===== src/rtl/if_inst_queue_pkg.sv =====
// Shared definitions for the instruction queue between fetch and decode.
//   NOP_INST   : word shown to the decoder whenever the queue is empty
//                (andi r0,r0,0).
//   iq_entry_t : one buffered fetch entry {pc, inst, adef}.
package if_inst_queue_pkg;

  localparam logic [31:0] NOP_INST = 32'h0340_0000;

  typedef struct packed {
    logic [31:0] pc;
    logic [31:0] inst;
    logic        adef;
  } iq_entry_t;

endpackage


===== src/rtl/if_inst_queue.sv =====
// Instruction buffer between the icache return path and the decode stage.
// Holds up to DEPTH entries in fetch order. The oldest entry is presented
// to the decoder. A redirect flush drops all contents.
//
// Ports:
//   clk       : core clock
//   rst       : synchronous reset, active-high; highest priority
//   flush     : redirect; the queue is empty on the next cycle
//   in_valid  : fetch entry offered this cycle
//   in_pc     : PC of the offered instruction
//   in_inst   : offered instruction word
//   in_ready  : the queue can accept an entry (registered state only)
//   out_valid : the head entry is valid (decoder data_valid)
//   out_pc    : PC of the head entry, or 0 when empty
//   out_inst  : instruction of the head entry (IF_IR), or NOP_INST when empty
//   out_adef  : the head PC was misaligned at push time
//   out_ready : decode consumes the head entry this cycle
//   count     : current occupancy, 0..DEPTH
module if_inst_queue
  import if_inst_queue_pkg::*;
#(
  parameter  int DEPTH = 8,
  localparam int PTR_W = $clog2(DEPTH)
) (
  input  logic             clk,
  input  logic             rst,
  input  logic             flush,
  input  logic             in_valid,
  input  logic [31:0]      in_pc,
  input  logic [31:0]      in_inst,
  output logic             in_ready,
  output logic             out_valid,
  output logic [31:0]      out_pc,
  output logic [31:0]      out_inst,
  output logic             out_adef,
  input  logic             out_ready,
  output logic [PTR_W:0]   count
);

  localparam logic [PTR_W:0] FULL_COUNT = (PTR_W + 1)'(DEPTH);

  iq_entry_t        mem [DEPTH];
  logic [PTR_W-1:0] wr_ptr;
  logic [PTR_W-1:0] rd_ptr;
  logic             push;
  logic             pop;
  iq_entry_t        head;

  // in_ready depends only on the registered count. A pop while full does not
  // open a slot in the same cycle, which keeps out_ready off the fetch path.
  assign in_ready  = (count != FULL_COUNT);
  assign out_valid = (count != '0);
  assign push      = in_valid & in_ready;
  assign pop       = out_valid & out_ready;

  // Pointers and occupancy. DEPTH is a power of two, so the pointers wrap
  // naturally.
  // NOTE: sequential state uses non-blocking assignments. This keeps every
  // register reading the pre-edge values of the others.
  always_ff @(posedge clk) begin
    if (rst || flush) begin
      wr_ptr <= '0;
      rd_ptr <= '0;
      count  <= '0;
    end else begin
      if (push) wr_ptr <= wr_ptr + 1'b1;
      if (pop)  rd_ptr <= rd_ptr + 1'b1;
      case ({push, pop})
        2'b10:   count <= count + 1'b1;
        2'b01:   count <= count - 1'b1;
        default: count <= count;
      endcase
    end
  end

  // Entry storage. The adef flag is captured from the PC alignment at push.
  // NOTE: the storage array has no reset. Only count and the pointers decide
  // what is visible, so stale contents are never observed.
  always_ff @(posedge clk) begin
    if (push && !flush && !rst) begin
      mem[wr_ptr] <= '{pc: in_pc, inst: in_inst, adef: |in_pc[1:0]};
    end
  end

  // Head read is combinational. An empty queue shows the NOP encoding.
  // NOTE: every always_comb output is given a default first, so no path can
  // leave it unassigned and infer a latch.
  always_comb begin
    head     = mem[rd_ptr];
    out_pc   = 32'h0;
    out_inst = NOP_INST;
    out_adef = 1'b0;
    if (out_valid) begin
      out_pc   = head.pc;
      out_inst = head.inst;
      out_adef = head.adef;
    end
  end

endmodule

===== config.mk =====
export PLATFORM = sky130hd
export DESIGN_NAME = if_inst_queue
export DESIGN_NICKNAME = d
export VERILOG_FILES = /design/src/rtl/if_inst_queue_pkg.sv /design/src/rtl/if_inst_queue.sv
export SDC_FILE = /design/constraint.sdc
export NUM_CORES = 1
export LEC_CHECK = 0
export BUFFER_PORTS_ARGS = -buffer_cell sky130_fd_sc_hd__buf_2
export CAP_MARGIN = 20
export CORE_UTILIZATION = 60
export CTS_CLUSTER_DIAMETER = 100
export DETAILED_ROUTE_END_ITERATION = 7
export GPL_ROUTABILITY_DRIVEN = 0
export GPL_TIMING_DRIVEN = 0
export HOLD_SLACK_MARGIN = 0.02
export PLACE_DENSITY = 0.79
export REMOVE_ABC_BUFFERS = 1
export SLEW_MARGIN = 20
export SYNTH_ARGS = -nofsm -noshare
export SYNTH_HDL_FRONTEND = slang
export SYNTH_SLANG_ARGS = --single-unit

===== constraint.sdc =====
create_clock -name clk -period 8.9 [get_ports clk]
set_input_delay 1.335 -clock clk [delete_from_list [all_inputs] [get_ports clk]]
set_output_delay 1.335 -clock clk [all_outputs]
set_load 0.05 [all_outputs]

==> key figures, run 1 <==
Floorplanning
  – Initial core utilization: 0.609
  – Placeable Area: 0.0335 sq mm
  – Total Die Area: between 0.03 and 0.04 sq mm
  – Die boundary width: approximately 190 um
  – Number of rows in the core area: between 60 and 70
  – Die Span Y: about 190 um
  – I/O pin count: 140

Global route
  – Initial antenna violation count: 6
  – Wire length of the first global-routing pass: 59.6 mm
  – Largest net degree at the start of global routing: a little over 40
  – Via count of the first global-routing pass: between 9000 and 10000
  – Gr ovfl total: 0
  – Total Routing Usage GR: 0.234

Pwr
  – Internal power contribution: 3970 uW
  – Total power: between 5000 and 6000 uW
  – Net Switching: roughly 1000 uW
  – Maximum ir drop on the vdd rail: ~0.00018 V
  – Part of the power in combinational logic: 0.050
  – Sw Ratio: 0.207
  – Clock Power Share: 0.396
  – PwrDens: approximately 210 mW/mm^2
  – Cell leakage power: roughly 0.0076 uW
  – Relative contribution of sequential cells to total power: 0.553

Drt
  – Routed wire length per instance: 24.8 um
  – Residual DRC count: 0
  – Via count: 9493
  – DRC violation total after the first TritonRoute iteration: around 660
  – Post-detailed-route via-to-cell ratio: roughly 6.0
  – Detailed-router iteration count before antenna repair: 5
  – DRT Wirelength: 39.5 mm
  – Post-DRT Antenna Nets: 0

Finish
  – Final Instance Area: roughly 0.024 sq mm
  – Number of standard cells in the final layout excluding fillers: ~1600
  – Utilization of the core after routing: 0.713
  – Layout cell share with drive strength beyond 1: 0.356
  – Area Growth Syn to Fin: 17.2%
  – Filler Cells Inserted: 1999
  – Final #Nets: 1173

Clocking
  – Clk pin slew, worst setup/hold paths: around 0.060 ns
  – Sinks on Clock Net: approximately 530
  – Clk root buf: sky130_fd_sc_hd__clkbuf_16
  – Clock tree buffer depth: 3
  – TritonCTS clock tree: done
  – CTS HTree Levels: 2
  – Clock Latency Late Sink: 0.57 ns
  – Number of buffers inserted for hold repair after clock tree synthesis: 0
  – Num CTS Buffers: 50
  – Setup Buffers After CTS: 0
  – Resized Gates After CTS: 0

Synth
  – Synth cell types: 32
  – Synth top area cells: sky130_fd_sc_hd__edfxtp_1 77%, sky130_fd_sc_hd__mux4_2 14%, sky130_fd_sc_hd__mux2i_1 3.2%, sky130_fd_sc_hd__nor2_1 1.4%, sky130_fd_sc_hd__dfxtp_1 1.3%
  – Synthesis Warnings: 0
  – Flip-flop cell with the highest count after synthesis: sky130_fd_sc_hd__edfxtp_1
  – Count of flip-flops with a built-in enable after synthesis: 520
  – Top cells by count, synth: 520 x sky130_fd_sc_hd__edfxtp_1, 130 x sky130_fd_sc_hd__mux4_2, 77 x sky130_fd_sc_hd__nor2_1
  – Number of instances in the synthesized netlist: 903
  – Area fraction of the dominant cell type after synthesis: 0.765
  – Sequential-to-total area share from yosys stat: 0.778
  – Avg Synthesized Cell Area: 22.6 sq um
  – Ys async rst share: 0
  – Leading cell type by number of instances after synthesis: sky130_fd_sc_hd__edfxtp_1
  – Area of the mapped netlist: between 0.02 and 0.025 sq mm
  – Most area-hungry cell type in the Yosys netlist: sky130_fd_sc_hd__edfxtp_1
  – Number of synthesized register bits: about 530

Worst setup path
  – Worst flop-to-flop path startpoint: count[1]
  – Critical path endpoint category: output pin
  – Category of the worst setup path launch point: flip-flop
  – Required time at the endpoint of the critical path: around 7.6 ns
  – Crit path to: out_pc[1]
  – Critical path type: reg -> out
  – Data arrival time of the critical path: between 3 and 4 ns
  – Largest fanout of any net on the critical path: 32
  – Number of cell instances on the worst register-to-register path: 6
  – Endpoint of the lowest-slack register-to-register path: mem[0][5]
  – Worst reg2reg setup slack: ~6 ns

STA
  – Setup-failing EPs final: 0
  – Setup repair after global routing missed its margin: false
  – Total negative slack for setup checks: 0 ns
  – Final critical path time including I/O delays and setup: around 4.4 ns
  – Final Max Slew Viols: 0
  – Relative slew slack: 0.428
  – Final Hold Violating Endpoints: 0
  – Worst clock skew on the final layout: 0.0189 ns
  – Maximum frequency from static timing analysis: between 200 and 250 MHz
  – Transition time at the pin with the least slew margin: between 0.8 and 0.9 ns
  – Share of the clock period used by the worst path: 0.492

Status
  – Status: finished, final reports clean

Placed design
  – Number of input and output port buffers inserted: about 140
  – Cell count after placement: between 1000 and 1500
  – Area post-placement: 0.0224 sq mm
  – Post-DP HPWL: about 25 mm

Min path
  – Hold/Removal Path Class: reg -> reg

Run
  – # Max-Cap Violations: 0
## metrics by stage
step	hold slack, ns	setup slack (ns)
2_1_floorplan	0.454	0.758
3_3_place_gp	0.464	-2.39
3_5_place_dp	0.500	5.06
4_1_cts	0.508	4.43
5_1_grt	0.561	4.34
6_report	0.499	4.53
## sequential cells by signal, summed over array words and instances, names as in the netlist, named ones only
name,flops
mem,520
count,4
rd_ptr,3
wr_ptr,3
## cell usage in the layout, fill, tap and decap left out, types with 3 or more instances in the layout
master and instances:
sky130_fd_sc_hd__edfxtp_1 520, sky130_fd_sc_hd__buf_2 139, sky130_fd_sc_hd__mux4_2 130, sky130_fd_sc_hd__nor2_1 71, sky130_fd_sc_hd__mux2i_1 66, sky130_fd_sc_hd__clkbuf_16 51
sky130_fd_sc_hd__buf_16 16, sky130_fd_sc_hd__clkinv_1 15, sky130_fd_sc_hd__buf_12 13, sky130_fd_sc_hd__dfxtp_1 10, sky130_fd_sc_hd__clkbuf_1 9, sky130_fd_sc_hd__buf_6 9
sky130_fd_sc_hd__nand2_1 8, sky130_fd_sc_hd__clkinv_2 8, sky130_fd_sc_hd__buf_4 8, sky130_fd_sc_hd__xor2_1 7, sky130_fd_sc_hd__nor2_4 6, sky130_fd_sc_hd__nand3_1 5
sky130_fd_sc_hd__ha_1 5, sky130_fd_sc_hd__buf_8 5, sky130_fd_sc_hd__diode_2 4, sky130_fd_sc_hd__a21oi_1 3, sky130_fd_sc_hd__dfxtp_4 3, sky130_fd_sc_hd__bufinv_16 3
## worst max-delay path, stage by stage (launching register included)
cell and delay, ns:
sky130_fd_sc_hd__dfxtp_4 0.55, sky130_fd_sc_hd__buf_12 0.28, sky130_fd_sc_hd__buf_16 0.28, sky130_fd_sc_hd__buf_16 0.28
sky130_fd_sc_hd__mux4_2 0.54, sky130_fd_sc_hd__mux2i_1 0.16, sky130_fd_sc_hd__nor2_1 0.11, sky130_fd_sc_hd__buf_2 0.22
## cell type report
| cell class | count | area [sq um] | share of cell area |
|---|---|---|---|
| well taps | 448 | 561 | 0.0234 |
| clock inverters | 29 | 210 | 0.00879 |
| diodes | 4 | 10.0 | 0.000419 |
| multi-input cells | 322 | 4290 | 0.180 |
| inverters | 2 | 7.51 | 0.000314 |
| repair buffers | 190 | 1630 | 0.0683 |
| clock buffers | 60 | 1310 | 0.0548 |
| flip-flops and latches | 533 | 15900 | 0.664 |
## how the worst min path moves through the flow
stage,endpoint,cells after the start,start
floorplan,flip-flop,2,rd_ptr[1]
global route,count[3],2,count[3]
detailed placement,flip-flop,2,rd_ptr[1]
global placement,flip-flop,2,rd_ptr[1]
CTS,flip-flop,2,rd_ptr[1]
finish,flip-flop,2,rd_ptr[1]
## metal layers
metal | share of wire | up-vias | global-route usage
li1 | - | 4141 | -
met1 | 0.41 | 5001 | 0.324
met2 | 0.51 | 292 | 0.391
met3 | 0.057 | 55 | 0.0410
met4 | 0.020 | 4 | 0.0598
met5 | 0.00041 | - | 0
## cell families after synthesis
kind of cell	after synthesis	synth area share
AOI/OAI and AO/OA	8	0.00233
xor gates and xnor gates	7	0.00300
adders and majority gates	5	0.00307
buffers and inverters	48	0.0145
DFF	533	0.778
muxes	196	0.176
and+or+nand+nor	106	0.0234
## power by group through the flow
stage	clock [uW]	combinational [uW]	sequential [uW]
floorplan	0	148	2840
global placement	0	234	2840
detailed placement	0	253	2820
CTS	2020	255	2770
global route	2110	268	2770
finish	1990	253	2770
Power figures use the tool's default switching activity.
==> run 2: changes to the inputs <==
--- a/config.mk
+++ b/config.mk
@@ -5,15 +5,16 @@
 export SDC_FILE = /design/constraint.sdc
 export NUM_CORES = 1
 export LEC_CHECK = 0
+export ABC_AREA = 1
 export BUFFER_PORTS_ARGS = -buffer_cell sky130_fd_sc_hd__buf_2
 export CAP_MARGIN = 20
-export CORE_UTILIZATION = 60
+export CORE_UTILIZATION = 54
 export CTS_CLUSTER_DIAMETER = 100
 export DETAILED_ROUTE_END_ITERATION = 7
 export GPL_ROUTABILITY_DRIVEN = 0
 export GPL_TIMING_DRIVEN = 0
 export HOLD_SLACK_MARGIN = 0.02
-export PLACE_DENSITY = 0.79
+export PLACE_DENSITY = 0.75
 export REMOVE_ABC_BUFFERS = 1
 export SLEW_MARGIN = 20
 export SYNTH_ARGS = -nofsm -noshare
==> constraint.sdc (replaced) <==
create_clock -name clk -period 3.8 [get_ports clk]
set_input_delay 0.57 -clock clk [delete_from_list [all_inputs] [get_ports clk]]
set_output_delay 0.57 -clock clk [all_outputs]
set_load 0.05 [all_outputs]
==> key figures, run 2 <==
Status
  – Status: finished, final reports clean

Drt
  – Detailed-router iteration count before antenna repair: 5 (unchanged)
  – Residual DRC count: 0 (unchanged)
  – Routed wire length per instance: 19.8 um (-20%)
  – DRC violation total after the first TritonRoute iteration: 1122 (+69%)
  – Post-DRT Antenna Nets: 0 (unchanged)
  – DRT Wirelength: 46.5 mm (+18%)
  – Post-detailed-route via-to-cell ratio: 5.74 (-4.0%)
  – Via count: 13500 (+42%)

Worst setup path
  – Largest fanout of any net on the critical path: 72 (+130%)
  – Crit path cell chain: buf_16 -> inv_4 -> buf_12 -> o21ai_0 -> o22ai_1 -> nor2_1 -> nor2_1 -> buf_2
  – Critical path type: reg -> out
  – Required time at the endpoint of the critical path: 3.23 ns (-4.34 ns)
  – Standard cell with the maximum stage delay on the critical path: sky130_fd_sc_hd__dfxtp_4
  – Family of cells with the greatest summed delay on the critical path: buffers and inverters
  – Data arrival time of the critical path: 3.02 ns (-0.02 ns)
  – Number of buffers and inverters on the critical path: 4 (unchanged)
  – Worst path most repeated cell: sky130_fd_sc_hd__nor2_1
  – Worst reg2reg setup slack: 0.74 ns (-5.21 ns)
  – Category of the worst setup path launch point: flip-flop
  – Critical path endpoint category: output pin
  – Peak per-stage delay on the critical path: 0.55 ns (about the same)

Clocking
  – Num CTS Buffers: 53 (+6.0%)
  – Setup Buffers After CTS: 0 (unchanged)
  – CTS HTree Levels: 2 (unchanged)
  – TritonCTS clock tree: done
  – Sinks on Clock Net: 533 (unchanged)
  – Number of buffers inserted for hold repair after clock tree synthesis: 0 (unchanged)
  – Clk pin slew, worst setup/hold paths: 0.06 ns (about the same)
  – Clock tree buffer depth: 3 (unchanged)
  – Clock Latency Late Sink: 0.58 ns (about the same)
  – Clk root buf: sky130_fd_sc_hd__clkbuf_16

Synth
  – Number of instances in the synthesized netlist: 1640 (+82%)
  – Synth top area cells: sky130_fd_sc_hd__edfxtp_1 74%, sky130_fd_sc_hd__nor2_1 8.0%, sky130_fd_sc_hd__o21ai_0 5.6%, sky130_fd_sc_hd__o211ai_1 2.2%, sky130_fd_sc_hd__nand2_1 1.9%
  – Top cells by count, synth: 520 x sky130_fd_sc_hd__edfxtp_1, 448 x sky130_fd_sc_hd__nor2_1, 234 x sky130_fd_sc_hd__o21ai_0
  – Ys async rst share: 0 (unchanged)
  – Flip-flop cell with the highest count after synthesis: sky130_fd_sc_hd__edfxtp_1
  – Number of synthesized register bits: 533 (unchanged)
  – Sequential-to-total area share from yosys stat: 0.756 (-0.0222)
  – Leading cell type by number of instances after synthesis: sky130_fd_sc_hd__edfxtp_1
  – Synthesis Warnings: 0 (unchanged)
  – Area fraction of the dominant cell type after synthesis: 0.743 (-0.0218)
  – Most area-hungry cell type in the Yosys netlist: sky130_fd_sc_hd__edfxtp_1
  – Synth cell types: 24 (-25%)
  – Avg Synthesized Cell Area: 12.8 sq um (-43%)
  – Area of the mapped netlist: 0.0210 sq mm (+2.9%)
  – Count of flip-flops with a built-in enable after synthesis: 520 (unchanged)

Finish
  – Top Registers: mem x520, count x4
  – Final #Nets: 1867 (+59%)
  – Top register by number of flip-flops: mem
  – Commonest non-fill, non-tap cell in the layout: sky130_fd_sc_hd__edfxtp_1
  – Largest register FFs: 520 (unchanged)
  – Area Growth Syn to Fin: 16.9%
  – Final Instance Area: 0.0246 sq mm (+2.7%)
  – Multi-input gate area: 0.00457 sq mm (+6.5%)
  – Layout cell share with drive strength beyond 1: 0.159 (-0.196)
  – Commonest cells after routing, fill and taps aside: 520 x sky130_fd_sc_hd__edfxtp_1, 444 x sky130_fd_sc_hd__nor2_1, 234 x sky130_fd_sc_hd__o21ai_0
  – Sequential cell area: 0.0159 sq mm (unchanged)
  – Filler Cells Inserted: 2680 (+34%)

Pwr
  – Cell leakage power: 0.00855 uW (+12%)
  – Sw Ratio: 0.251 (+0.0430)
  – Internal power contribution: 9830 uW (+150%)
  – Total power: 13100 uW (+160%)
  – PwrDens: 534 mW/mm^2 (+150%)
  – Relative contribution of sequential cells to total power: 0.498 (-0.055)
  – Part of the power in combinational logic: 0.116 (+0.066)
  – Maximum ir drop on the vdd rail: 0.000358 V (+100%)
  – Net Switching: 3280 uW (+220%)
  – Clock Power Share: 0.386 (-0.010)

Floorplanning
  – Die Span Y: 199 um (+6.9%)
  – I/O pin count: 140 (unchanged)
  – Die boundary width: 199 um (+6.9%)
  – Number of rows in the core area: 71 (+6.0%)
  – Total Die Area: 0.0397 sq mm (+14%)
  – Placeable Area: 0.0379 sq mm (+13%)
  – Initial core utilization: 0.554 (-0.0548)

STA
  – Final Hold Violating Endpoints: 0 (unchanged)
  – Final Max Slew Viols: 0 (unchanged)
  – Setup-failing EPs final: 0 (unchanged)
  – Maximum frequency from static timing analysis: ~280 MHz
  – Transition time at the pin with the least slew margin: 0.855 ns (+0.000967 ns)
  – Total negative slack for setup checks: 0 ns (unchanged)
  – Relative slew slack: 0.427 (-0.00190)
  – Smallest setup slack after layout: 0.209 ns (-4.32 ns)
  – Share of the clock period used by the worst path: 0.945
  – Setup repair after global routing missed its margin: false
  – Final critical path time including I/O delays and setup: ~3.6 ns
  – Worst clock skew on the final layout: 0.0248 ns (+0.00590 ns)

Global route
  – Largest net degree at the start of global routing: 133 (+220%)
  – Via count of the first global-routing pass: 13000 (+32%)
  – Total Routing Usage GR: 0.236 (+0.00212)
  – Initial antenna violation count: 7 (+1)
  – Wire length of the first global-routing pass: 70.7 mm (+19%)
  – Gr ovfl total: 0 (unchanged)

Placed design
  – Post-DP HPWL: 27.4 mm (+11%)
  – Area post-placement: 0.0228 sq mm (+2.0%)
  – Setup WS pre-CTS: 0.516 ns (-4.55 ns)
  – Number of input and output port buffers inserted: 139 (unchanged)

Min path
  – Hold/Removal Path Class: in -> reg

Run
  – # Max-Cap Violations: 0 (unchanged)
-- run 2: changes by cell type after synthesis, moves of 17 or more --
| cell | previous run | this run |
|---|---|---|
| sky130_fd_sc_hd__o21ai_1 | 1 | 20 |
| sky130_fd_sc_hd__mux2i_1 | 66 | 0 |
| sky130_fd_sc_hd__o211ai_1 | 0 | 62 |
| sky130_fd_sc_hd__nand3_1 | 5 | 29 |
| sky130_fd_sc_hd__nand2_1 | 8 | 106 |
| sky130_fd_sc_hd__o22ai_1 | 0 | 62 |
| sky130_fd_sc_hd__mux4_2 | 130 | 0 |
| sky130_fd_sc_hd__clkbuf_1 | 13 | 46 |
| sky130_fd_sc_hd__nor2_1 | 77 | 448 |
| sky130_fd_sc_hd__o21ai_0 | 2 | 234 |
| sky130_fd_sc_hd__inv_1 | 0 | 17 |
-- run 2: layer usage --
metal	track usage	routed length (um)	share of wire
met5	0	73	0.0016
met3	0.0457	3800	0.082
met2	0.371	22000	0.47
met1	0.328	19500	0.42
met4	0.0883	1060	0.023
-- run 2: worst paths after layout --
kind,start,to,depth (start not counted)
hold reg to reg,rd_ptr[2],flip-flop,2
setup / recovery,flip-flop,out_pc[14],8
hold / removal,in_inst[3],mem[6][4],1
setup reg to reg,count[0],mem[0][19],10
-- run 2: final cells by class --
type | count | area share
clock buffers | 65 | 0.0576
inverters | 18 | 0.00336
multi-input cells | 983 | 0.186
well taps | 511 | 0.0260
repair buffers | 204 | 0.0679
diodes | 4 | 0.000408
flip-flops and latches | 533 | 0.647
clock inverters | 30 | 0.0115
-- run 2: worst register-to-register path, delay by kind of cell (launching register included) --
kind / cells / cell delay, ns
buffers and inverters: 5 / 1.06
DFF: 1 / 0.42
and+or+nand+nor: 5 / 1.29
-- run 2: power groups by stage --
stage	clock, uW	combinational [uW]	sequential, uW
6_report	5060	1530	6530
5_1_grt	5320	1650	6530
3_3_place_gp	0	1490	6730
2_1_floorplan	0	1000	6700
3_5_place_dp	0	1520	6650
4_1_cts	5110	1530	6530
-- run 2: repair_timing --
item / 4_1_cts / 5_1_grt
setup endpoints to repair: 6 / 4
cloned: 0 / 1
resized for setup: 1 / 0
pin swaps: 0 / 0
-- run 2: cell families (layout without fill, tap and decap cells) --
kind of cell             Yosys count  count (layout)  synth area share
flip-flops                       533             533             0.756
buffers and inverters            124             317            0.0297
adder cells (fa/ha/maj)            5               5           0.00298
AO/OA/AOI/OAI                    386             386             0.103
AND/OR/NAND/NOR                  589             589             0.107
other                              0               4                 0
XOR/XNOR                           3               3           0.00125
-- run 2: metrics by stage --
step | instances | hold slack (ns) | util
final | 2348 | 0.258 | 0.647
after global routing | 2345 | 0.255 | 0.647
after CTS | 2343 | 0.231 | 0.646
after detailed placement | 2248 | 0.457 | 0.602
after global placement | 2184 | 0.443 | 0.574
after floorplan | 1534 | 0.433 | -
==> run 3: changes to the inputs <==
--- a/config.mk
+++ b/config.mk
@@ -5,7 +5,6 @@
 export SDC_FILE = /design/constraint.sdc
 export NUM_CORES = 1
 export LEC_CHECK = 0
-export ABC_AREA = 1
 export BUFFER_PORTS_ARGS = -buffer_cell sky130_fd_sc_hd__buf_2
 export CAP_MARGIN = 20
 export CORE_UTILIZATION = 54
==> key figures, run 3 (synthesis gave the netlist of run 1 again) <==
STA
  – Worst clock skew on the final layout: 0.0133 ns (-0.0115 ns)
  – Final Max Slew Viols: 0 (unchanged)
  – Setup repair after global routing missed its margin: false
  – Share of the clock period used by the worst path: 0.915 (-0.0301)
  – Smallest setup slack after layout: 0.324 ns (+0.115 ns)
  – Transition time at the pin with the least slew margin: 0.726 ns (-0.129 ns)
  – Final critical path time including I/O delays and setup: 3.48 ns (-0.115 ns)
  – Setup-failing EPs final: 0 (unchanged)
  – Relative slew slack: 0.512 (+0.0858)
  – Maximum frequency from static timing analysis: 288 MHz (+3.3%)
  – Final Hold Violating Endpoints: 0 (unchanged)
  – Hold Worst Slack: 0.264 ns (+0.00625 ns)

Floorplanning
  – Die boundary width: 196 um (-1.4%)
  – Initial core utilization: 0.553 (about the same)
  – Total Die Area: 0.0386 sq mm (-2.8%)
  – Number of rows in the core area: 70 (-1.4%)
  – I/O pin count: 140 (unchanged)
  – Die Span Y: 196 um (-1.4%)
  – Placeable Area: 0.0369 sq mm (-2.8%)

Drt
  – Post-detailed-route via-to-cell ratio: 5.76 (+0.36%)
  – Routed wire length per instance: 24.1 um (+22%)
  – Via count: 9495 (-30%)
  – Post-DRT Antenna Nets: 0 (unchanged)
  – DRT Wirelength: 39.7 mm (-15%)
  – Detailed-router iteration count before antenna repair: 7 (+2)
  – DRC violation total after the first TritonRoute iteration: 765 (-32%)
  – Residual DRC count: 0 (unchanged)

Finish
  – Final Instance Area: 0.0241 sq mm (-1.7%)
  – Sequential cell area: 0.0159 sq mm (unchanged)
  – Final #Nets: 1176 (-37%)
  – Filler Cells Inserted: 2425 (-9.5%)
  – Top Registers: mem x520, count x4
  – Commonest non-fill, non-tap cell in the layout: sky130_fd_sc_hd__edfxtp_1
  – Largest register FFs: 520 (unchanged)
  – Commonest cells after routing, fill and taps aside: 520 x sky130_fd_sc_hd__edfxtp_1, 139 x sky130_fd_sc_hd__buf_2, 130 x sky130_fd_sc_hd__mux4_2
  – Utilization of the core after routing: 0.655 (+0.00734)
  – Number of standard cells in the final layout excluding fillers: 1649 (-30%)
  – Area Growth Syn to Fin: 18.3%
  – Top register by number of flip-flops: mem
  – Multi-input gate area: 0.00429 sq mm (-6.1%)
  – Layout cell share with drive strength beyond 1: 0.360 (+0.200)

Worst setup path
  – Critical path endpoint category: output pin
  – Category of the worst setup path launch point: flip-flop
  – Data arrival time of the critical path: 2.91 ns (-0.11 ns)
  – Critical path type: reg -> out
  – Worst flop-to-flop path startpoint: count[0]
  – Endpoint of the lowest-slack register-to-register path: count[2]
  – Number of cell instances on the worst register-to-register path: 11 (+1)
  – Worst reg2reg setup slack: 0.92 ns (+0.18 ns)
  – Required time at the endpoint of the critical path: 3.23 ns (about the same)
  – Largest fanout of any net on the critical path: 34 (-53%)

Clocking
  – CTS HTree Levels: 2 (unchanged)
  – Clk pin slew, worst setup/hold paths: 0.06 ns (about the same)
  – TritonCTS clock tree: done
  – Sinks on Clock Net: 533 (unchanged)
  – Clk root buf: sky130_fd_sc_hd__clkbuf_16
  – Clock Latency Late Sink: 0.57 ns (about the same)
  – Num CTS Buffers: 53 (unchanged)
  – Resized Gates After CTS: 0 (-1)
  – Clock tree buffer depth: 3 (unchanged)

Min path
  – Hold/Removal Path Class: in -> reg
  – Hold Path End: mem[0][16]
  – Min-delay src: in_inst[15]
  – Hold Path Cell Cnt: 1 (unchanged)

Placed design
  – Area post-placement: 0.0224 sq mm (-1.8%)
  – Setup WS pre-CTS: 0.613 ns (+0.0970 ns)
  – Cell count after placement: 1550 (-31%)
  – Post-DP HPWL: 24.7 mm (-10%)
  – Number of input and output port buffers inserted: 139 (unchanged)

Global route
  – Initial antenna violation count: 6 (-1)
  – Via count of the first global-routing pass: 9826 (-25%)
  – Largest net degree at the start of global routing: 49 (-63%)
  – Gr ovfl total: 0 (unchanged)
  – Total Routing Usage GR: 0.213 (-0.0231)
  – Wire length of the first global-routing pass: 60.2 mm (-15%)

Pwr
  – Cell leakage power: 0.00771 uW (-9.8%)
  – Maximum ir drop on the vdd rail: 0.000323 V (-9.7%)
  – PwrDens: 505 mW/mm^2 (-5.4%)

Run
  – # Max-Cap Violations: 0 (unchanged)

Status
  – Status: finished, final reports clean
==> run 3: cell count changes in the layout (fill, tap and decap cells not counted), moves of 66 or more <==
cell,previous run,this run
sky130_fd_sc_hd__mux2i_1,0,66
sky130_fd_sc_hd__mux4_2,0,130
sky130_fd_sc_hd__nand2_1,106,8
sky130_fd_sc_hd__nor2_1,444,71
sky130_fd_sc_hd__o21ai_0,234,2
==> run 3: power breakdown <==
group	switching (uW)	leakage, uW	total (uW)	internal (uW)
sequential	15.4	0.00479	6490	6480
clock	2070	0.000833	5110	3040
combinational	407	0.00209	586	179
==> run 3: repair_timing <==
action,CTS,global route
setup endpoints to repair,0,30
setup buffers,0,1
hold buffers,0,0
==> run 3: stage by stage <==
stage,setup TNS (ns),power [uW]
2_1_floorplan,-960.50,6990
3_3_place_gp,-2413.50,7200
4_1_cts,0,12300
5_1_grt,0,12500
3_5_place_dp,0,7210
6_report,0,12200
==> run 3: worst max-delay path by stage <==
stage / end / slack, ns / cells past startpoint
floorplan: out_adef / -3.58 / 3
global placement: mem[1][62] / -6.73 / 4
detailed placement: out_inst[5] / 0.61 / 6
CTS: out_inst[5] / 0.01 / 6
global route: out_inst[5] / 0.10 / 6
finish: out_inst[5] / 0.32 / 6
==> run 3: layout make-up <==
cell class                 count  share of cell area
sequential                   533               0.658
multi-input combinational    322               0.178
timing repair buffer         190              0.0670
clock buffer                  70              0.0576
tap                          504              0.0261
clock inverter                26              0.0128
inverter                       2            0.000311
antenna                        2            0.000207
==> run 3: worst max-delay path, stage by stage, from the launching register on <==
cell,delay [ns]
sky130_fd_sc_hd__dfxtp_4,0.60
sky130_fd_sc_hd__buf_16,0.32
sky130_fd_sc_hd__buf_16,0.29
sky130_fd_sc_hd__mux4_2,0.53
sky130_fd_sc_hd__mux2i_1,0.25
sky130_fd_sc_hd__nor2_1,0.08
sky130_fd_sc_hd__buf_2,0.22
==> run 3: layer usage <==
metal  track usage  share of wire  vias up
li1              -              -     4143
met5             0         0.0010        -
met1         0.299           0.42     4979
met3        0.0371          0.059       65
met4        0.0550          0.018        8
met2         0.351           0.50      300
